File: config.mk
export PLATFORM = sky130hd
export DESIGN_NAME = elevator_car_controller
export DESIGN_NICKNAME = d
export VERILOG_FILES = /design/src/rtl/elevator_car_controller_pkg.sv /design/src/rtl/elevator_car_controller_car_timer.sv /design/src/rtl/elevator_car_controller.sv
export SDC_FILE = /design/constraint.sdc
export NUM_CORES = 1
export LEC_CHECK = 0
export CORE_MARGIN = 2
export CORE_UTILIZATION = 50
export CTS_CLUSTER_DIAMETER = 40
export DETAILED_ROUTE_END_ITERATION = 10
export GPL_TIMING_DRIVEN = 0
export HOLD_SLACK_MARGIN = 0.1
export PLACE_DENSITY = 0.8
export SKIP_CTS_REPAIR_TIMING = 1
export SYNTH_ARGS = -nofsm -noshare
export SYNTH_HDL_FRONTEND = slang
export SYNTH_SLANG_ARGS = --single-unit
export TNS_END_PERCENT = 5
File: constraint.sdc
create_clock -name clk -period 10.4 [get_ports clk]
set_input_delay 1.56 -clock clk [delete_from_list [all_inputs] [get_ports clk]]
set_output_delay 1.56 -clock clk [all_outputs]
set_load 0.02 [all_outputs]
File: src/rtl/elevator_car_controller_pkg.sv
// Shared definitions for the elevator car controller.
// Holds direction codes, door levels, floor bounds, FSM state encoding
// and small helpers that build floor-indexed request masks.
package elevator_car_controller_pkg;

  localparam logic [1:0] STOP   = 2'b00;
  localparam logic [1:0] UP     = 2'b10;
  localparam logic [1:0] DOWN   = 2'b01;
  localparam logic [1:0] UPDOWN = 2'b11;

  localparam logic ON  = 1'b1;
  localparam logic OFF = 1'b0;

  localparam logic [2:0] FLOOR_MIN = 3'd1;
  localparam logic [2:0] FLOOR_MAX = 3'd7;

  typedef enum logic [1:0] {
    IDLE = 2'd0,
    MOVE = 2'd1,
    DOOR = 2'd2
  } state_t;

  // Floors strictly above f, as a 7-bit floor vector (bit f-1 = floor f).
  function automatic logic [6:0] mask_above(input logic [2:0] f);
    return 7'h7F << f;
  endfunction

  // Floors strictly below f.
  function automatic logic [6:0] mask_below(input logic [2:0] f);
    return (7'h01 << (f - 3'd1)) - 7'h01;
  endfunction

  // Both hall-call bits (UP, DOWN) of floor f in the 14-bit hall map.
  function automatic logic [13:0] hall_mask(input logic [2:0] f);
    return 14'h0003 << {f - 3'd1, 1'b0};
  endfunction

endpackage

File: src/rtl/elevator_car_controller_car_timer.sv
// car_timer: loadable 4-bit down-counter.
// Ports: clk, rst (async, active-high), load (load load_val), en (count
// down while non-zero), load_val, done (count has reached zero).
module car_timer (
  input  logic       clk,
  input  logic       rst,
  input  logic       load,
  input  logic       en,
  input  logic [3:0] load_val,
  output logic       done
);

  logic [3:0] count;

  always_ff @(posedge clk or posedge rst) begin
    if (rst) begin
      count <= 4'd0;
    end else if (load) begin
      count <= load_val;
    end else if (en && (count != 4'd0)) begin
      count <= count - 4'd1;
    end
  end

  assign done = (count == 4'd0);

endmodule

File: src/rtl/elevator_car_controller.sv
// elevator_car_controller: single-car controller for floors 1..7.
// Ports: clk, reset (async, active-high), assignedButton (hall calls from
// the dispatcher, bit 2f-2 = UP at f, bit 2f-1 = DOWN at f), cabinButton
// (cabin floor-select pulses), currentFloor, direction (STOP/UP/DOWN),
// doorOpen, servedButton (one-cycle pulse of answered hall calls).
module elevator_car_controller
  import elevator_car_controller_pkg::*;
#(
  parameter int TRAVEL_CYCLES = 4,
  parameter int DOOR_CYCLES   = 3
) (
  input  logic        clk,
  input  logic        reset,
  input  logic [13:0] assignedButton,
  input  logic [6:0]  cabinButton,
  output logic [2:0]  currentFloor,
  output logic [1:0]  direction,
  output logic        doorOpen,
  output logic [13:0] servedButton
);

  // Timers hold N-1 so that done marks the last cycle of an N-cycle interval.
  localparam logic [3:0] TRAV_LOAD = 4'(TRAVEL_CYCLES - 1);
  localparam logic [3:0] DOOR_LOAD = 4'(DOOR_CYCLES - 1);

  state_t      state, state_n;
  logic [2:0]  floor_n, door_floor, step_floor, fi, si, di;
  logic [1:0]  move_dir, dir_n, door_seen, seen_n, hall_at;
  logic [6:0]  cab_latch, cab_n, cab_req, hall_up, hall_dn, pend;
  logic [13:0] served_n;
  logic        pend_at, above_any, below_any, beyond, match, at_end, stop_here;
  logic        go_up, go_dn, enter_door;
  logic        trav_load, trav_en, trav_done, door_load, door_en, door_done;

  car_timer u_travel (
    .clk(clk), .rst(reset), .load(trav_load), .en(trav_en),
    .load_val(TRAV_LOAD), .done(trav_done)
  );

  car_timer u_door (
    .clk(clk), .rst(reset), .load(door_load), .en(door_en),
    .load_val(DOOR_LOAD), .done(door_done)
  );

  // Request scans: raw cabin pulses count immediately so a press in the
  // same cycle as a floor step takes part in that step's stop decision.
  always_comb begin
    for (int i = 0; i < 7; i++) begin
      hall_up[i] = assignedButton[2*i];
      hall_dn[i] = assignedButton[2*i+1];
    end
  end

  assign cab_req   = cab_latch | cabinButton;
  assign pend      = hall_up | hall_dn | cab_req;
  assign fi        = currentFloor - 3'd1;
  assign pend_at   = pend[fi];
  assign hall_at   = {hall_dn[fi], hall_up[fi]};
  assign above_any = |(pend & mask_above(currentFloor));
  assign below_any = |(pend & mask_below(currentFloor));

  // Floor reached at the end of the current travel interval (saturating).
  always_comb begin
    step_floor = currentFloor;
    if (move_dir == UP) begin
      if (currentFloor != FLOOR_MAX) step_floor = currentFloor + 3'd1;
    end else if (currentFloor != FLOOR_MIN) begin
      step_floor = currentFloor - 3'd1;
    end
  end

  assign si        = step_floor - 3'd1;
  assign beyond    = (move_dir == UP) ? |(pend & mask_above(step_floor))
                                      : |(pend & mask_below(step_floor));
  assign match     = (move_dir == UP) ? hall_up[si] : hall_dn[si];
  assign at_end    = (move_dir == UP) ? (step_floor == FLOOR_MAX)
                                      : (step_floor == FLOOR_MIN);
  assign stop_here = cab_req[si] | match | (pend[si] & ~beyond);

  // Door exit keeps the previous travel direction when it still has work;
  // a door opened from IDLE (move_dir = STOP) prefers above over below.
  assign go_up = (move_dir == DOWN) ? (above_any & ~below_any) : above_any;
  assign go_dn = (move_dir == DOWN) ? below_any : (below_any & ~above_any);

  always_comb begin
    state_n    = state;
    floor_n    = currentFloor;
    dir_n      = move_dir;
    served_n   = '0;
    cab_n      = cab_req;
    seen_n     = door_seen;
    trav_load  = 1'b0;
    trav_en    = 1'b0;
    door_load  = 1'b0;
    door_en    = 1'b0;
    enter_door = 1'b0;
    door_floor = currentFloor;
    unique case (state)
      IDLE: begin
        if (pend_at) begin
          enter_door = 1'b1;
          dir_n      = STOP;
        end else if (above_any) begin
          state_n   = MOVE;
          dir_n     = UP;
          trav_load = 1'b1;
        end else if (below_any) begin
          state_n   = MOVE;
          dir_n     = DOWN;
          trav_load = 1'b1;
        end
      end
      MOVE: begin
        if (trav_done) begin
          floor_n    = step_floor;
          door_floor = step_floor;
          trav_load  = 1'b1;
          if (at_end) begin
            if (pend[si]) enter_door = 1'b1;
            else          state_n    = IDLE;
          end else if (stop_here) begin
            enter_door = 1'b1;
          end
        end else begin
          trav_en = 1'b1;
        end
      end
      DOOR: begin
        // Only a hall bit that rises during the door, or a fresh cabin
        // press for this floor, reopens; a call held since arrival does not.
        if (((hall_at & ~door_seen) != 2'b00) || cabinButton[fi]) begin
          enter_door = 1'b1;
        end else begin
          seen_n = hall_at;
          if (door_done) begin
            if (go_up) begin
              state_n   = MOVE;
              dir_n     = UP;
              trav_load = 1'b1;
            end else if (go_dn) begin
              state_n   = MOVE;
              dir_n     = DOWN;
              trav_load = 1'b1;
            end else begin
              state_n = IDLE;
            end
          end else begin
            door_en = 1'b1;
          end
        end
      end
      default: state_n = IDLE;
    endcase

    if (enter_door) begin
      state_n   = DOOR;
      served_n  = assignedButton & hall_mask(door_floor);
      cab_n[di] = 1'b0;
      seen_n    = {hall_dn[di], hall_up[di]};
      door_load = 1'b1;
    end
  end

  assign di = door_floor - 3'd1;

  always_ff @(posedge clk or posedge reset) begin
    if (reset) begin
      state        <= IDLE;
      currentFloor <= FLOOR_MIN;
      move_dir     <= STOP;
      cab_latch    <= '0;
      servedButton <= '0;
      door_seen    <= 2'b00;
    end else begin
      state        <= state_n;
      currentFloor <= floor_n;
      move_dir     <= dir_n;
      cab_latch    <= cab_n;
      servedButton <= served_n;
      door_seen    <= seen_n;
    end
  end

  assign direction = ((state == MOVE) && (move_dir != UPDOWN)) ? move_dir : STOP;
  assign doorOpen  = (state == DOOR) ? ON : OFF;

endmodule

==> After elaboration in Yosys (flattened, before gate mapping) <==
Cells that the tools add are included.
Widths: inputs -> output; s select.
{ "word_totals": {"word_cells": 172, "mem_bits_ro": 0, "memories": 0, "out_inout_bits": 20, "ff_bits": 38, "latchBits": 0, "mem_bits_rw": 0} }
{ "op_classes": {"shift": 5, "bitwise": 20, "eq_ne": 21, "n_reduce_logical": 22, "multipliers": 0, "mux": 84, "n_lt_le_gt_ge": 4, "div": 0, "addsub": 8} }
{ "op_table": {"columns": ["op", "count"], "rows": [
  ["$mux 1", 39],
  ["$mux 2", 19],
  ["$and 7x7->7", 5],
  ["$bmux 1 s3", 10],
  ["$reduce_or 7->1", 4],
  ["$ne 3x3->1 const B", 8],
  ["$or 7x7->7", 3],
  ["$mux 4", 4],
  ["$mux 3", 5],
  ["$and 14x14->14", 1],
  ["$mux 14", 1],
  ["$shl 1x3->7 const A", 2],
  ["$shl 2x4->14 const A", 1],
  ["$shl 7x3->7 const A", 2],
  ["$sub 7x1->7 const B", 2],
  ["$lt 3x4->1 const B", 3],
  ["$reduce_bool 2->1", 5],
  ["$sub 3x1->3 const B", 3],
  ["$logic_not 4->1", 2],
  ["$ne 2x2->1 const B", 4],
  ["$ne 4x4->1 const B", 2],
  ["$reduce_bool 4->1", 2],
  ["$sub 4x1->4 const B", 2],
  ["$mux 7", 1],
  ["23 further kinds", 34]
]} }

==> Logic depth before layout (Yosys ltp) <==
{ "depth": {"word_depth": 18, "depth_mapped": 24, "depth_no_buf": 20} }

==> By module <==
From an unflattened synthesis, not the netlist that was laid out.
{ "hier_totals": {"hier_cells": 384, "area_unflattened_um2": 3472.1} }
{ "modules_own_cells": {"columns": ["mod", "cells_per_inst", "area_each_um2", "n_inst"], "rows": [
  ["elevator_car_controller", 328, 2949.1, 1],
  ["car_timer", 28, 261.5, 2]
]} }

==> Worst setup path after synthesis <==
OpenSTA, ideal clock, no wires.
{ "synth_timing": {"path_type": "flip-flop to flip-flop", "from": "register currentFloor[0]", "to": "register cab_latch[2]", "path_stages_with_launch": 25, "t_required_ns": 10.254, "setup_time_ns": 0.146, "synth_period_minus_slack_ns": 4.651, "arrival_ns": 4.505, "path_buffers": 4, "path_slack_ns": 5.749, "cell_sequence": "dfstp_2 -> buf_2 -> inv_2 -> ha_1 -> clkbuf_1 -> nand2_1 -> o21ai_0 -> nor2_1 -> a21oi_1 -> inv_1 -> ha_1 -> or3_4 -> and2_4 -> buf_6 -> nand2_1 -> ha_1 -> xor2_1 -> a22oi_1 -> nand3_1 -> mux2i_1 -> nand4_1 -> a21o_1 -> a31oi_4 -> buf_6 -> a31oi_1"} }
{ "synth_via": {"elab_chain_cells": 17, "word_cells_on_any_way": 61, "cone_classes": "add/sub: 5; order compare: 2; eq/ne: 4; shift: 2; mux: 34; bitwise: 9; reduce/logical: 5"} }
{ "synth_lines": {"columns": ["item", "line", "text"], "rows": [
  ["start, declared", "elevator_car_controller.sv:16", "output logic [2:0] currentFloor,"],
  ["start signal, assigned", "elevator_car_controller.sv:176", "currentFloor <= floor_n;"],
  ["$sub 3x1->3, or another cell as far along", "elevator_car_controller.sv:56, elevator_car_controller.sv:68", null],
  ["$mux 3, on equally long branches", "elevator_car_controller.sv:67, elevator_car_controller.sv:66", null],
  ["$mux 3", "elevator_car_controller.sv:65", "if (move_dir == UP) begin"],
  ["$sub 3x1->3", "elevator_car_controller_pkg.sv:30, elevator_car_controller.sv:72", null],
  ["$shl 1x3->7", "elevator_car_controller_pkg.sv:30", "return (7'h01 << (f - 3'd1)) - 7'h01;"],
  ["$sub 7x1->7", "elevator_car_controller_pkg.sv:30", null],
  ["$and 7x7->7", "elevator_car_controller.sv:74", ": |(pend & mask_below(step_floor));"],
  ["$reduce_or 7->1", "elevator_car_controller.sv:74", null],
  ["[2 not listed]", null, null],
  ["$and 1x1->1", "elevator_car_controller.sv:78", "assign stop_here = cab_req[si] | match | (pend[si] & ~beyond);"],
  ["$or 1x1->1", "elevator_car_controller.sv:78", null],
  ["$mux 1", "elevator_car_controller.sv:121", "end else if (stop_here) begin"],
  ["$mux 1", "elevator_car_controller.sv:118", "if (at_end) begin"],
  ["$mux 1", "elevator_car_controller.sv:114", "if (trav_done) begin"],
  ["$pmux 1 s3", "elevator_car_controller.sv:98", "unique case (state)"],
  ["$mux 7 (*)", "elevator_car_controller.sv:155", "if (enter_door) begin"],
  ["net cab_n[2]", "elevator_car_controller.sv:29", "logic [6:0] cab_latch, cab_n, cab_req, hall_up, hall_dn, pend;"],
  ["end signal, assigned", "elevator_car_controller.sv:178", "cab_latch <= cab_n;"],
  ["end, declared", "elevator_car_controller.sv:29", null]
]} }
The timed path passes the listed nets; every way through them passes the cells marked *. The select of a mux whose other input is x is not followed.
A chain may end at the register's enable or synchronous reset.

==> Worst setup path in the final report <==
Ends and elaborated chain as after synthesis.

==> flow_metrics.tcl <==
set metrics [dict create \
    status "complete, no violations" \
    synth_area_leaders "dfrtp_1 (28%), ha_1 (9.1%), mux2i_1 (7.9%)" \
    io_pins 43 \
    finalHoldViolCount 0 \
    syn2layout_area_growth_pct 19.2 \
    grt_max_degree 39 \
    yosysSeqAreaShare 0.287 \
    setup.worst_path.end_class "flop" \
    cts_buffer_depth 2 \
    worst_slack_ps 4980 \
    route.final.wire_length_um 9270 \
    vias_per_cell 6.28 \
    yosysWarnings 0 \
    port_buffers 42 \
    netlist_area_sq_um 3310 \
    fin_crit_ps 5420 \
    antenna_left 0 \
    grt_util_all_layers 0.261 \
    worst_r2r_path_depth 24 \
    slew_viol_final 0 \
    synth_top_flop_cell "dfrtp_1" \
    finalSetupViolCount 0 \
    drtPass1Iterations 5 \
    drt_iter0_markers 282 \
    synth_xor_area_frac 0.0468 \
    path_clk_slew_ps 70 \
    die_height_um 85.4 \
    drv_cap 0 \
    grt_antenna_before_repair 0 \
    timing.fmax_mhz 184 \
    async_flop_share 1.00 \
    synth_compound_area_frac 0.163 \
    cts_tree "done" \
    fin_skew_ps 6.97 \
    synth_top_family_by_area "simple AND/OR/NAND/NOR gates" \
    fin_nets 477 \
    clk_latency_ps 300 \
    finalWeightedCongestion 0.927 \
    dieWidth_um 85.4 \
    nFillCells 549 \
    drc 0 \
    dp.final_hpwl_um 7060 \
    synth.mux.area_fraction 0.137 \
    core_sq_um 6390 \
    final_common_cell "nand2_1" \
    power_density_nw_per_um2 353 \
    layout_worst_path_cycle_share 0.521 \
    synthAdderAreaFrac 0.0906 \
    synth-simple-area-share 0.227 \
    leakage_nw 1.75 \
    cts_max_level 2 \
    worstSetupStartpointType "flop" \
    crit_arrival_ps 5570 \
    crit_fanout 11 \
    grt_pass1_vias 3046 \
    avgSynthCellArea_sq_um 8.75 \
    rows 29 \
    min_path_cells 1 \
    gr-total-overflow 0 \
    cts_made_buffers 5 \
    critPathKind "reg2reg" \
    postSynthCellCount 379 \
    n_antenna_cell 0 \
    ys_ff_latch 38 \
    synth_edf_count 0 \
    drive_gt1_frac 0.0928 \
    tns_ps 0 \
    vias 3189 \
    ys_types 59 \
    worst_ep_required_time_ps 10550 \
    grt_pass1_wl_um 15100 \
    synth_top_area_cell "dfrtp_1" \
    rsz0062_at_grt "no" \
    hold_class "reg2reg" \
    die_area_sq_um 7300 \
    irDropWorstVdd_mv 0.167 \
    worstMarginPinSlew_ps 1280 \
    total_power_mw 1.39 \
    synth_top_area_frac 0.279 \
    clock-sinks 38 \
    initial_core_util 0.519 \
    routedWlPerCell_um 18.2 \
    pre_cts_slack_ps 5060 \
    synth_nets 426 \
    root_buffer "clkbuf_8" \
    layout_common_cells "nand2_1 (50), nor2_1 (43), clkdlybuf4s50_1 (42), dfrtp_1 (37), mux2i_1 (26)" \
    relSlewSlack 0.136 \
]
[cells by family (layout without fill, tap and decap cells)]
| family | Yosys count | count (layout) |
|---|---|---|
| AO/OA/AOI/OAI | 74 | 74 |
| XOR/XNOR | 16 | 16 |
| adder cells (fa/ha/maj) | 24 | 24 |
| buffers and inverters | 35 | 87 |
| flip-flops | 38 | 38 |
| multiplexers | 36 | 36 |
| AND/OR/NAND/NOR | 156 | 156 |
[state kept, by name, indices dropped and copies added (netlist names)]
name / count
servedButton: 14
cab_latch: 7
u_door.count: 4
u_travel.count: 4
currentFloor: 3
door_seen: 2
move_dir: 2
state: 2
[cell type report]
class	count	area, sq um	area share
buffer	15	85.1	0.0215
tap	77	96.3	0.0244
sequential	38	952	0.241
clock buffer	6	72.6	0.0184
timing repair buffer	44	430	0.109
multi-input combinational	306	2200	0.557
clock inverter	2	37.5	0.00950
inverter	20	75.1	0.0190
[path summary, 6_finish.rpt]
| kind | startpoint | end | slack, ps |
|---|---|---|---|
| max reg2reg | currentFloor[0] | cab_latch[2] | 4980 |
| min in group asynchronous | reset | u_door.count[3] | 1720 |
| max in group asynchronous | reset | currentFloor[1] | 8190 |
| min | u_door.count[1] | u_door.count[1] | 540 |
| max | currentFloor[0] | cab_latch[2] | 4980 |
| min reg2reg | u_door.count[1] | u_door.count[1] | 540 |
[critical path: stages, from the launching register on]
cell and delay [ps]:
dfstp_2 580, buf_2 240, inv_2 180, ha_1 340, clkbuf_1 370, nand2_1 80, o21ai_0 150, nor2_1 70
a21oi_1 380, inv_1 160, ha_1 220, or3_4 390, and2_4 160, buf_6 130, nand2_1 60, ha_1 260
xor2_1 90, a22oi_1 190, nand3_1 100, mux2i_1 200, nand4_1 130, a21o_1 280, a31oi_4 240, buf_6 170
a31oi_1 90
[metrics by stage]
step / std cells / hold WS, ps / utilization / area [sq um]
floorplan: 379 / 482 / - / 3310
global placement: 498 / 505 / 0.600 / 3830
detailed placement: 498 / 521 / 0.600 / 3830
CTS: 506 / 542 / 0.617 / 3940
global route: 508 / 574 / 0.619 / 3950
finish: 508 / 535 / 0.619 / 3950
[Yosys cell counts (all sizes together) (3+ instances only)]
master  number
and3        15
mux2i       26
nand2       50
and2         4
nand3       15
nor2        43
xor2         5
clkbuf       5
mux4         7
xnor2       11
nand2b       3
a21oi       14
mux2         3
o21ai       16
a31oi       11
inv         20
dfrtp       37
buf         10
o31ai        3
o211ai       9
ha          24
nor4        11
[report_power, final]
| part | total (mW) | switching, mW | internal [mW] |
|---|---|---|---|
| sequential | 0.223 | 0.0303 | 0.193 |
| combinational | 1.04 | 0.607 | 0.437 |
| clock | 0.127 | 0.0550 | 0.0716 |
| total | 1.39 | 0.693 | 0.701 |
[routing by layer]
layer | track usage | wire [um]
met1 | 0.353 | 3920
met2 | 0.420 | 4430
met3 | 0.0652 | 776
met4 | 0.0635 | 135
met5 | 0 | 0
(Power assumes the default switching activity.)
==> RTL change 1, RTL diff (same flow settings) <==
Register the inputs `assignedButton` and `cabinButton` before use, cleared by the reset. The logic sees them one clock later.
--- a/src/rtl/elevator_car_controller.sv
+++ b/src/rtl/elevator_car_controller.sv
@@ -24,4 +24,17 @@
   localparam logic [3:0] DOOR_LOAD = 4'(DOOR_CYCLES - 1);
 
+  logic [13:0] assignedButton_q;
+  logic [6:0] cabinButton_q;
+
+  always_ff @(posedge clk or posedge reset) begin
+    if (reset) begin
+      assignedButton_q <= '0;
+      cabinButton_q    <= '0;
+    end else begin
+      assignedButton_q <= assignedButton;
+      cabinButton_q    <= cabinButton;
+    end
+  end
+
   state_t      state, state_n;
   logic [2:0]  floor_n, door_floor, step_floor, fi, si, di;
@@ -47,10 +60,10 @@
   always_comb begin
     for (int i = 0; i < 7; i++) begin
-      hall_up[i] = assignedButton[2*i];
-      hall_dn[i] = assignedButton[2*i+1];
-    end
-  end
-
-  assign cab_req   = cab_latch | cabinButton;
+      hall_up[i] = assignedButton_q[2*i];
+      hall_dn[i] = assignedButton_q[2*i+1];
+    end
+  end
+
+  assign cab_req   = cab_latch | cabinButton_q;
   assign pend      = hall_up | hall_dn | cab_req;
   assign fi        = currentFloor - 3'd1;
@@ -129,5 +142,5 @@
         // Only a hall bit that rises during the door, or a fresh cabin
         // press for this floor, reopens; a call held since arrival does not.
-        if (((hall_at & ~door_seen) != 2'b00) || cabinButton[fi]) begin
+        if (((hall_at & ~door_seen) != 2'b00) || cabinButton_q[fi]) begin
           enter_door = 1'b1;
         end else begin
@@ -155,5 +168,5 @@
     if (enter_door) begin
       state_n   = DOOR;
-      served_n  = assignedButton & hall_mask(door_floor);
+      served_n  = assignedButton_q & hall_mask(door_floor);
       cab_n[di] = 1'b0;
       seen_n    = {hall_dn[di], hall_up[di]};
Behaviour: not the same (a bounded check fails within 4 cycles, from zero or initial values and one cycle with reset high).
==> RTL change 1 against the unedited design <==
Core utilization fell by 0.69 points; sequential power is 41% higher; total power increased by 7.9%; highest routed layer unchanged; synthesized area grew 16%; critical path depth unchanged; final cell count increased by 13%; final area grew 18%; clock power is 87% higher; sequential cell count rose by 21; wire length rose by 7.4%; sequential share of layout area is 7.6 points higher; worst setup slack got worse by 860 ps.
==> RTL change 1: results (changes against the unedited design) <==
- Total wire length: 9950 microns (+7.4%)
- WP data arrival: 6490 ps (+920 ps)
- Hold_ws: 540 ps (+4.89 ps)
- Synth Area in Adders: 0.0779 (-0.0127)
- Vias: 3417 (+7.1%)
- Area grow syn2layout: 20.8%
- First DRT Iteration DRCs: 379 (+34%)
- Sequential share of the synthesized area: 0.383 (+0.0962)
- XOR/XNOR share of the synthesized area: 0.0429 (-0.00395)
- Clk_lat worst skew: 340 ps (+40 ps)
- First-pass GRT wire length: 16500 microns (+9.0%)
- # nets final: 517 (+8.4%)
- Peak supply drop: 0.129 mV (-23%)
- Largest net degree at the start of global routing: 36 (-7.7%)
- Leakage power total: 1.94 nW (+11%)
- R2r setup slk: 4120 ps (-860 ps)
- HPWL after DPL: 7470 microns (+5.9%)
- Hold path startpoint: u_travel.count[1]
- Slew margin rel.: 0.235 (+0.0989)
- Layout cell share with drive strength beyond 1: 0.116 (+0.0232)
- Top cells by count, synth: dfrtp_1, nor2_1, nand2_1
- Syn_nets: 463 (+8.7%)
- GRT Overall Usage: 0.250 (-0.0111)
- Maximum fanout along the worst path: 10 (-1)
- Status: finished clean
- Top post-synthesis cells by area: dfrtp_1, ha_1, nor2_1
- Biggest regs: assignedButton_q: 14 flops, servedButton: 14 flops
==> RTL change 1: cell types whose count changed after synthesis, moves of 5 or more <==
cell      delta
and3_1      -14
clkbuf_1     +5
dfrtp_1     +21
mux2i_1     -13
nand2_1      -5
nand2b_1     +6
nand3_1      +7
nor2_1      +12
nor2_2       +9
nor3_1       +6
==> RTL change 1: metal layers <==
metal | wire length (microns) | vias to the layer above | track usage
li1 | - | 1590 | -
met4 | 380 | 0 | 0.0945
met1 | 4040 | 1599 | 0.325
met3 | 837 | 46 | 0.0633
met5 | 0 | - | 0
met2 | 4690 | 182 | 0.403
==> RTL change 1: worst max-delay path, cell delays in order, from the launching register on <==
cell and delay, ps:
dfstp_2 560, buf_2 210, clkinv_1 310, ha_1 440, clkbuf_1 360, clkbuf_1 430
nand2_1 80, o21ai_0 180, nor2_1 70, a21oi_1 410, inv_1 160, ha_1 240
o21a_1 140, nor2_1 380, nand2_1 120, ha_1 290, xnor2_1 190, o211ai_1 100
a21oi_1 190, o221ai_1 130, a221o_1 300, a211o_1 300, nand3_1 140, buf_2 270
a31oi_1 130
==> RTL change 1: worst max-delay path by stage <==
stage | startpoint | cells after the start | to | slack, ps
finish | currentFloor[0] | 24 | cab_latch[0] | 4120
global route | currentFloor[0] | 24 | cab_latch[5] | 3580
CTS | currentFloor[0] | 24 | cab_latch[0] | 4180
detailed placement | currentFloor[0] | 24 | cab_latch[0] | 4210
global placement | currentFloor[0] | 25 | servedButton[12] | 4320
floorplan | currentFloor[0] | 25 | servedButton[4] | 5170
==> RTL change 1: kinds of logic after synthesis <==
logic type / count (synthesis)
AND/OR/NAND/NOR: 176
flip-flops: 59
AO/OA/AOI/OAI: 78
multiplexers: 26
adder cells (fa/ha/maj): 24
XOR/XNOR: 18
buffers and inverters: 35
==> RTL change 1: where the power goes <==
part / switching [mW] / internal, mW / total [mW]
registers: 0.0368 / 0.277 / 0.314
logic: 0.562 / 0.390 / 0.952
clock network: 0.0918 / 0.147 / 0.238
==> RTL change 1: final cells by class <==
class,instances,area (sq um)
repair buffers,43,448
multi-input cells,322,2210
flip-flops and latches,59,1480
plain buffers,20,111
inverters,15,56.3
well taps,102,128
clock buffers,11,151
clock inverters,4,73.8
fillers,642,2950
==> RTL change 1: through the flow <==
step / instance area [sq um] / setup WS [ps] / cells / util
after global routing: 4650 / 3580 / 576 / 0.612
after CTS: 4650 / 4180 / 576 / 0.612
after global placement: 4400 / 4320 / 560 / 0.579
after detailed placement: 4430 / 4210 / 561 / 0.582
final: 4650 / 4120 / 576 / 0.612
after floorplan: 3850 / 5170 / 416 / -
==> RTL change 2, RTL diff (config.mk and constraints unchanged) <==
Made on the original files. `FLOOR_MAX`: 3'd7 -> 3'd3.
--- a/src/rtl/elevator_car_controller_pkg.sv
+++ b/src/rtl/elevator_car_controller_pkg.sv
@@ -13,5 +13,5 @@
 
   localparam logic [2:0] FLOOR_MIN = 3'd1;
-  localparam logic [2:0] FLOOR_MAX = 3'd7;
+  localparam logic [2:0] FLOOR_MAX = 3'd3;
 
   typedef enum logic [1:0] {
Check against the original RTL: not equivalent (Yosys sat finds a counterexample within 10 cycles, from zero or initial values and one cycle with reset high).
==> RTL change 2 against the unedited design <==
Clock power shrank 17%; sequential cell count is the same; total power shrank 4.8%; final area decreased by 4.0%; non-clock buffer count grew 3; worst setup slack worse by 1300 ps; sequential power is 2% lower; hold slack worse by 9.0 ps; synthesized area is 4.3% lower; wire length down 3.6%; largest cell class unchanged; largest power group unchanged.
==> RTL change 2: results (changes against the unedited design) <==
- GRT Overall Usage: 0.261 (about the same)
- Hold_ws: 526 ps (-9.02 ps)
- Peak supply drop: 0.164 mV (-2.1%)
- Syn Std Cell Area: 3170 sq um (-4.3%)
- Comb_multi_in: 290 (-5.2%)
- Reg2Reg Capture Point: cab_latch[6]
- Seq_cells: 38 (unchanged)
- WL met1: 3780 microns (-3.6%)
- Leakage power total: 1.62 nW (-7.3%)
- Non-clock buffer count: 62 (+5.1%)
- Global routing usage on met3: 0.0366 (-0.0286)
- Final Non-Filler Cells: 492 (-3.1%)
- M2 GR Usage: 0.437 (+0.0166)
- Signal inverters: 17 (-15%)
- Placed Cells: 483 (-3.0%)
- First-pass GRT wire length: 14800 microns (-2.4%)
- Top cells by count, synth: nand2_1, dfrtp_1, nor2_1
- Clock buffers: 7 (+1)
- Top delay family on crit path: buffers and inverters
- Clk cell area share: 0.0241 (-0.00378)
- Synth cell types: 53 (-10%)
- HPWL after DPL: 6690 microns (-5.2%)
- Syn_nets: 412 (-3.3%)
- CP max stage delay: 600 ps (+20 ps)
- Number of global-route vias before repair: 2875 (-5.6%)
- Maximum fanout along the worst path: 10 (-1)
- # nets final: 462 (-3.1%)
- Met1 Use GR: 0.363 (+0.0102)
- Reg2Reg Depth: 21 (-13%)
- Filler cell count: 568 (+3.5%)
- Place WS: 3790 ps (-1270 ps)
- WP data arrival: 6840 ps (+1270 ps)
- Layout non-clock buf frac: 0.133 (+0.00217)
- Least-Margin Pin Slew: 1070 ps (-212 ps)
- Sequential share of the synthesized area: 0.300 (+0.0128)
- R2r setup slk: 3690 ps (-1290 ps)
- Sequential cell area share: 0.251 (+0.0101)
- Status: finished clean
- DR WL met3: 768 microns (-1.0%)
- Layout cell share with drive strength beyond 1: 0.0771 (-0.0157)
- Final Skew: 4.52 ps (-2.45 ps)
- Avg Cell Area, Syn: 8.72 sq um (-0.32%)
- Final Cycle Share: 0.645 (+0.124)
- Top post-synthesis cells by area: dfrtp_1, ha_1, mux4_2
==> RTL change 2: cell types whose count changed in the layout (fill, tap and decap cells not counted), moves of 6 or more <==
cell / delta
nor2_1: -8
nand3_1: -6
mux2i_1: -13
nor3_1: +6
clkbuf_1: +7
==> RTL change 2: power breakdown <==
part	switching, mW	total, mW	internal, mW
logic	0.598	1.00	0.404
registers	0.0280	0.219	0.191
clock network	0.0530	0.106	0.0535
==> RTL change 2: kinds of logic after synthesis <==
| logic type | count (synthesis) | synth area share |
|---|---|---|
| and+or+nand+nor | 145 | 0.223 |
| AOI/OAI and AO/OA | 77 | 0.169 |
| DFF | 38 | 0.300 |
| buffers and inverters | 36 | 0.0446 |
| adders and majority gates | 25 | 0.0986 |
| muxes | 24 | 0.112 |
| xor gates and xnor gates | 19 | 0.0524 |
